===== config.mk =====
export PLATFORM = sky130hd
export DESIGN_NAME = lsu_mem_if
export DESIGN_NICKNAME = d
export VERILOG_FILES = /design/src/rtl/lsu_mem_if.sv
export SDC_FILE = /design/constraint.sdc
export NUM_CORES = 1
export LEC_CHECK = 0
export ABC_AREA = 1
export BUFFER_PORTS_ARGS = -buffer_cell sky130_fd_sc_hd__buf_2
export CAP_MARGIN = 5
export CORE_AREA = 2 2 132 134
export CTS_CLUSTER_SIZE = 12
export DETAILED_ROUTE_END_ITERATION = 10
export DIE_AREA = 0 0 134 136
export HOLD_SLACK_MARGIN = 0.15
export PLACE_DENSITY = 0.62
export SETUP_SLACK_MARGIN = 0.02
export SLEW_MARGIN = 20
export SYNTH_ARGS = -nofsm -noshare
export SYNTH_HDL_FRONTEND = slang
export SYNTH_SLANG_ARGS = --single-unit

===== constraint.sdc =====
create_clock -name clk -period 1.5 [get_ports clk]
set_input_delay 0.225 -clock clk [delete_from_list [all_inputs] [get_ports clk]]
set_output_delay 0.225 -clock clk [all_outputs]
set_load 0.01 [all_outputs]

===== src/rtl/lsu_mem_if.sv =====
`default_nettype none
// +----------------------------------------------------------------------------+
// | Module      : lsu_mem_if                                                   |
// | Description : RV32I load/store unit in front of a 32-bit data BRAM with    |
// |               byte enables and a 1-cycle registered read. Converts byte    |
// |               requests to word index, byte enables and lane-replicated     |
// |               write data; formats load data with sign/zero extension.      |
// | Options     : LSU_MISALIGN_TRAP_EN - report misaligned H/W accesses        |
// |               instead of truncating the address to natural alignment.      |
// | Revision    : 1.0 - initial release                                        |
// +----------------------------------------------------------------------------+
module lsu_mem_if #(
  parameter logic [31:0] BASE_ADDR = 32'h0000_0000,
  parameter int unsigned MEM_WORDS = 32768
) (
  input  logic        clk,
  input  logic        rst,
  input  logic        flush,
  input  logic        req_valid,
  output logic        req_ready,
  input  logic        req_we,
  input  logic [2:0]  req_funct3,
  input  logic [31:0] req_addr,
  input  logic [31:0] req_wdata,
  input  logic [31:0] req_pc,
  output logic        resp_valid,
  output logic [31:0] resp_rdata,
  output logic        resp_fault,
  output logic        resp_misaligned,
  output logic [31:0] mem_r_addr,
  output logic [31:0] mem_w_addr,
  output logic [31:0] mem_w_data,
  output logic [3:0]  mem_w_enable,
  output logic [31:0] mem_row_addr,
  output logic [31:0] mem_pc,
  input  logic [31:0] mem_r_data
);

  localparam logic [1:0]  S_IDLE      = 2'd0;
  localparam logic [1:0]  S_LOAD_WAIT = 2'd1;
  localparam logic [1:0]  S_RESP      = 2'd2;

  // Byte span of the BRAM window; one bit wider than needed so it cannot wrap.
  localparam logic [33:0] C_LIMIT = 34'(MEM_WORDS) << 2;

  logic [1:0]  state_q, state_d;
  logic [1:0]  lane_q, lane_d;
  logic [2:0]  f3_q, f3_d;
  logic [31:0] rdata_q, rdata_d;
  logic        fault_q, fault_d;
  logic        mis_q, mis_d;

  logic        accept;
  logic [31:0] offset;
  logic        legal;
  logic        fault;
  logic        mis;
  logic        err;
  logic [1:0]  lane;
  logic [3:0]  be;
  logic [31:0] wdata_rep;
  logic [7:0]  sel_byte;
  logic [15:0] sel_half;
  logic [31:0] load_fmt;

  // Request decode: range/legality checks, lane, byte enables and BRAM drive.
  always_comb begin
    accept = req_valid && req_ready;
    offset = req_addr - BASE_ADDR;
    case (req_funct3)
      3'b000, 3'b001, 3'b010: legal = 1'b1;
      3'b100, 3'b101:         legal = !req_we;
      default:                legal = 1'b0;
    endcase
    // An address below BASE_ADDR wraps to a huge offset and lands out of range.
    fault = !legal || !({2'b00, offset} < C_LIMIT);
`ifdef LSU_MISALIGN_TRAP_EN
    mis = legal && (((req_funct3[1:0] == 2'b01) && offset[0]) ||
                    ((req_funct3[1:0] == 2'b10) && (offset[1:0] != 2'b00)));
`else
    mis = 1'b0;
`endif
    err = fault || mis;
    // Lane of the lowest accessed byte; halves/words are forced to natural alignment.
    case (req_funct3[1:0])
      2'b00: begin
        lane      = offset[1:0];
        be        = 4'b0001 << lane;
        wdata_rep = {4{req_wdata[7:0]}};
      end
      2'b01: begin
        lane      = {offset[1], 1'b0};
        be        = 4'b0011 << lane;
        wdata_rep = {2{req_wdata[15:0]}};
      end
      default: begin
        lane      = 2'b00;
        be        = 4'b1111;
        wdata_rep = req_wdata;
      end
    endcase
    mem_r_addr   = {2'b00, offset[31:2]};
    mem_w_addr   = {2'b00, offset[31:2]};
    mem_w_data   = wdata_rep;
    mem_w_enable = (accept && req_we && !err && !rst) ? be : 4'b0000;
    mem_row_addr = req_addr;
    mem_pc       = req_pc;
  end

  // Load formatting of the BRAM read word using the offset/funct3 captured at accept.
  always_comb begin
    case (lane_q)
      2'd0:    sel_byte = mem_r_data[7:0];
      2'd1:    sel_byte = mem_r_data[15:8];
      2'd2:    sel_byte = mem_r_data[23:16];
      default: sel_byte = mem_r_data[31:24];
    endcase
    sel_half = lane_q[1] ? mem_r_data[31:16] : mem_r_data[15:0];
    case (f3_q)
      3'b000:  load_fmt = {{24{sel_byte[7]}}, sel_byte};
      3'b100:  load_fmt = {24'h0, sel_byte};
      3'b001:  load_fmt = {{16{sel_half[15]}}, sel_half};
      3'b101:  load_fmt = {16'h0, sel_half};
      default: load_fmt = mem_r_data;
    endcase
  end

  // Next-state logic.
  always_comb begin
    state_d = state_q;
    case (state_q)
      S_IDLE, S_RESP: begin
        if (accept) begin
          state_d = (req_we || err) ? S_RESP : S_LOAD_WAIT;
        end else begin
          state_d = S_IDLE;
        end
      end
      S_LOAD_WAIT: state_d = flush ? S_IDLE : S_RESP;
      default:     state_d = S_IDLE;
    endcase
  end

  // Response datapath next values: capture flags at accept, load data one cycle later.
  always_comb begin
    lane_d  = lane_q;
    f3_d    = f3_q;
    rdata_d = rdata_q;
    fault_d = fault_q;
    mis_d   = mis_q;
    if (accept) begin
      lane_d  = lane;
      f3_d    = req_funct3;
      rdata_d = 32'h0;
      fault_d = fault;
      mis_d   = mis;
    end else if (state_q == S_LOAD_WAIT) begin
      rdata_d = load_fmt;
    end
  end

  // State and response registers with synchronous reset.
  always_ff @(posedge clk) begin
    if (rst) begin
      state_q <= S_IDLE;
      lane_q  <= 2'b00;
      f3_q    <= 3'b000;
      rdata_q <= 32'h0;
      fault_q <= 1'b0;
      mis_q   <= 1'b0;
    end else begin
      state_q <= state_d;
      lane_q  <= lane_d;
      f3_q    <= f3_d;
      rdata_q <= rdata_d;
      fault_q <= fault_d;
      mis_q   <= mis_d;
    end
  end

  // Outputs: response fields are only non-zero during the single valid pulse.
  always_comb begin
    req_ready       = (state_q != S_LOAD_WAIT);
    resp_valid      = (state_q == S_RESP) && !flush;
    resp_rdata      = resp_valid ? rdata_q : 32'h0;
    resp_fault      = resp_valid && fault_q;
    resp_misaligned = resp_valid && mis_q;
  end

endmodule
`default_nettype wire


Word-level counts from Yosys, hierarchy flattened
Cells that the tools add are included.

storage, ports and cells
  flip-flop bits (word level) = 40
  input bits = 136
  word-level logic and storage cells = 57
  output and inout bits = 200

operators by class
  equal/unequal tests = 13
  reduce and logical (&&, ||, !) cells = 23
  magnitude comparators = 1
  muxes and demuxes = 13
  shift-type cells = 2

operator list
  operator                number
  $pmux W32 S4            1
  $pmux W32 S2            1
  $lt A32 B18 Y1 const B  1
  $mux W32                1
  $pmux W8 S3             1
  $mux W16                1
  $eq A3 B3 Y1 const B    4
  $pmux W2 S2             2
  $pmux W4 S2             1
  $eq A2 B1 Y1 const B    3
  $eq A3 B1 Y1 const B    2
  $logic_and A1 B1 Y1     6
  $logic_not A1 Y1        6
  $logic_not A2 Y1        3
  $logic_not A3 Y1        2
  $mux W2                 3
  $reduce_or A2 Y1        3
  $eq A2 B2 Y1 const B    2
  $mux W4                 1
  $shl A1 B2 Y4 const A   1
  $shl A2 B2 Y4 const A   1
  $eq A3 B2 Y1 const B    1
  $reduce_or A3 Y1        1
  $logic_or A1 B1 Y1      2
  other kinds (2)         2

Longest topological paths before layout
  word-level depth = 9
  mapped depth = 10
  mapped depth without buffers = 9

Worst setup path before layout
Ideal clock, no wire load.

  path kind = register -> output
  start point = register state_q[0]
  end point = output resp_rdata[10]
  setup slack = 0.004 ns
  data arrival time = 1.271 ns
  stages on the path, launching flop included = 5
  path buffers = 1
  cell sequence = dfxtp_1 -> nor3_1 -> inv_1 -> clkbuf_1 -> nor2_1

between the ends
  cells in the longest elaborated chain, start to end = 3

ends and longest elaborated chain
  what                      RTL line  source
  start: declaration        46        logic [1:0] state_q, state_d;
  start signal: assignment  172       state_q <= state_d;
  $eq A2 B2 Y1              184       resp_valid = (state_q == S_RESP) && !flush;
  $logic_and A1 B1 Y1       184
  via resp_valid            26        output logic resp_valid,
  $mux W32                  185       resp_rdata = resp_valid ? rdata_q : 32'h0;
  end: declaration          27        output logic [31:0] resp_rdata,

The timed path passes the listed nets, and every way through them passes these cells.

Final worst setup path
  start point = register state_q[0]
  end point = output resp_rdata[1]

between the ends
  cells in the longest elaborated chain, start to end = 3

ends and longest elaborated chain
  what                 RTL line
  $eq A2 B2 Y1         184
  $logic_and A1 B1 Y1  184
  $mux W32             185

Every way passes these cells.

==> impl_metrics.csv <==
group,metric,value,unit
timing,fin_skew,7.12,ps
detailed_routing,vias,3776,
yosys,synth_area_per_cell,6.39,um2
floorplan,die_x,134,um
global_routing,grt_max_degree,34,
worst_setup_path,cp.required,1270,ps
worst_setup_path,reg2reg_to,"rdata_q[31]$_SDFFE_PP0P_",
yosys,syn_area,3810,um2
placed_design,dp_cells,905,
global_routing,grt_pass1_vias,3481,
flow_run,cap_violations,0,
placed_design,gp_congestion,0.872,
floorplan,die_area,18200,um2
layout,final_core_utilization,0.280,
yosys,synth_cell_type_count,29,
yosys,ys_seq_elements,40,
yosys,synth_compound_area_frac,0.186,
worst_setup_path,r2r_cells,8,
detailed_routing,routed_wl,12600,um
cts,cts_tree,"done",
worst_setup_path,cp-start-kind,"flip-flop",
cts,cts_root_buf,"clkbuf_16",
yosys,synth_xor_xnor_area_share,0,
placed_design,io_buffers,206,
worst_setup_path,worst-setup-path-type,"reg -> out",
timing,setup_violations,38,
floorplan,core_area,16900,um2
layout,drive_gt1_frac,0.468,
timing,timing.final.ws_setup,-121,ps
cts,cts_max_path_buffers,2,
power_and_ir_drop,p_per_area,688,nW/um2
status,violations,"setup timing",
global_routing,antenna_found_initial,3,
timing,setup_tns,-3290,ps
timing,post-route-period-util,1.08,
global_routing,grt_pass1_wl,18500,um
yosys,yosys.area_share.adder,0,
detailed_routing,ant_nets,0,
timing,timing.hold.ws,213,ps
yosys,synth_simple_gate_area_frac,0.233,
cts,clkTransAtPathRegs,60,ps
detailed_routing,firstDrtPassIters,4,
timing,rsz0062_at_grt,"yes",
placed_design,place_ws,-19.1,ps
status,outcome,"finished with violations",
floorplan,ioPinCount,336,
timing,hold_viol,0,
yosys,yosysWarnings,0,
worst_setup_path,setup.worst_path.start,"state_q[0]$_SDFF_PP0_",
power_and_ir_drop,irDropWorstVdd,0.365,mV
global_routing,grt_overflow,0,
layout,syn_to_final_growth,24.1,%
timing,post-route-min-period,1620,ps
detailed_routing,drc,0,
floorplan,die_h,136,um
timing,final_max_slew_viol_count,0,
detailed_routing,detail_route.vias_per_cell,4.13,
cts,htree_levels,2,
worst_setup_path,r2r-start,"lane_q[1]$_SDFFE_PP0P_",
yosys,synth_top_family_by_area,"buffers and inverters",
detailed_routing,initialDrtViolationCount,120,
floorplan,rows,48,
hold_path,hp-class,"in -> reg",
layout,diodes,0,
worst_setup_path,setup.worst_path.end,"resp_rdata[1]",
detailed_routing,detail_route.wl_per_cell,13.8,um
worst_setup_path,reg2reg_slack,160,ps
yosys,ys_seq_area_frac,0.210,
global_routing,grt_util_all_layers,0.130,
yosys,synthCells,596,
floorplan,start_util,0.226,
cts,cts_buffers,5,
yosys,synthMuxAreaShare,0,
placed_design,place_hpwl,10300,um
layout,finalNonFillerCells,915,
layout,final_cell_area,4720,um2
placed_design,placed_area,4270,um2
worst_setup_path,cp.arrival,1400,ps
cts,clk_latency,280,ps
power_and_ir_drop,total_power,3.25,mW
worst_setup_path,cp_max_fo,8,
timing,fmax,617,MHz
cts,cts.sinks,40,
power_and_ir_drop,p_leak,2.33,nW
layout,nets,826,
worst_setup_path,end_kind,"output pin",
logic make-up after synthesis:
| group | Yosys count |
|---|---|
| compound gates | 121 |
| buf+inv | 225 |
| flops | 40 |
| simple gates | 209 |
| other cells | 1 |
layout by cell type (no fill, tap or decap):
master and count:
a21boi_0 1, a21boi_1 1, a21boi_4 1, a21oi_1 37
a21oi_2 15, a31oi_1 2, buf_12 3, buf_2 198
buf_4 30, buf_6 8, buf_8 1, bufinv_16 2
clkbuf_16 6, clkinv_1 1, conb_1 5, dfxtp_1 37
dfxtp_2 2, dfxtp_4 1, inv_1 58, inv_2 5
inv_4 2, inv_6 1, nand2_1 110, nand2_2 5
nand2_4 4, nand3_1 10, nand3_2 2, nand4_1 2
nor2_1 38, nor2_2 23, nor2_4 10, nor2_8 3
nor3_1 1, nor3_4 1, o211ai_1 7, o21ai_0 49
o21ai_1 3, o21bai_1 2, o22ai_1 3
report_power, final:
group          switching, mW  leakage [nW]  internal [mW]  total (mW)
clock                  0.409        0.0899          0.944        1.35
combinational          0.481          1.91          0.338       0.819
sequential           0.00791         0.325           1.07        1.08
total                  0.897          2.33           2.35        3.25
routing by layer:
layer	GRT usage	routed length [um]
met2	0.228	6250
met4	0.0467	302
met3	0.0239	750
met1	0.158	5260
met5	0	26
synthesized netlist by cell type, drive strengths merged:
master  instances  area, um2
buf           146       1100
nand2         119        477
nor2           74        329
inv            66        255
a21oi          52        317
o21ai          52        260
dfxtp          40        801
clkbuf         12       45.0
nand3          12       60.1
o211ai          7       52.6
a21boi          3       33.8
o22ai           3       18.8
a31oi           2       12.5
nand4           2       12.5
nor3            2       10.0
o21bai          2       15.0
clkinv          1       3.75
conb            1       3.75
what timing repair did:
| action | CTS | global route |
|---|---|---|
| endpoints found under the setup margin | 39 | 68 |
| hold buffers | 0 | 0 |
| gates resized for setup | 12 | 58 |
| setup buffers | 0 | 1 |
| pin swaps | 4 | 6 |
| gates cloned | 0 | 2 |
cell type report:
type | instances | area (um2)
inverter | 67 | 262
sequential | 40 | 807
tap | 225 | 282
clock buffer | 5 | 125
clock inverter | 2 | 60.1
timing repair buffer | 241 | 1410
multi-input combinational | 335 | 1780
fill | 1875 | 12200
how the worst min path moves through the flow:
stage | from | end | slack (ps) | cells past startpoint
after floorplan | req_funct3[2] | f3_q[2]$_SDFFE_PP0P_ | 360 | 2
final | mem_r_data[3] | rdata_q[3]$_SDFFE_PP0P_ | 210 | 3
after global routing | mem_r_data[3] | rdata_q[3]$_SDFFE_PP0P_ | 230 | 3
after global placement | req_pc[12] | mem_pc[12] | 450 | 0
after detailed placement | req_pc[12] | mem_pc[12] | 450 | 0
after CTS | mem_r_data[3] | rdata_q[3]$_SDFFE_PP0P_ | 210 | 3
worst max-delay path, cell delays in order (launching register included):
cell       delay (ps)
dfxtp_4           360
nor3_4            240
inv_4             100
clkbuf_16         200
nor2_2             80
buf_2             140
registers in the layout, indices dropped and copies added (netlist names):
register,count
f3_q,3
fault_q,1
lane_q,2
state_q,2
rdata_q,32
No activity file was read; power rests on OpenSTA's default activity.
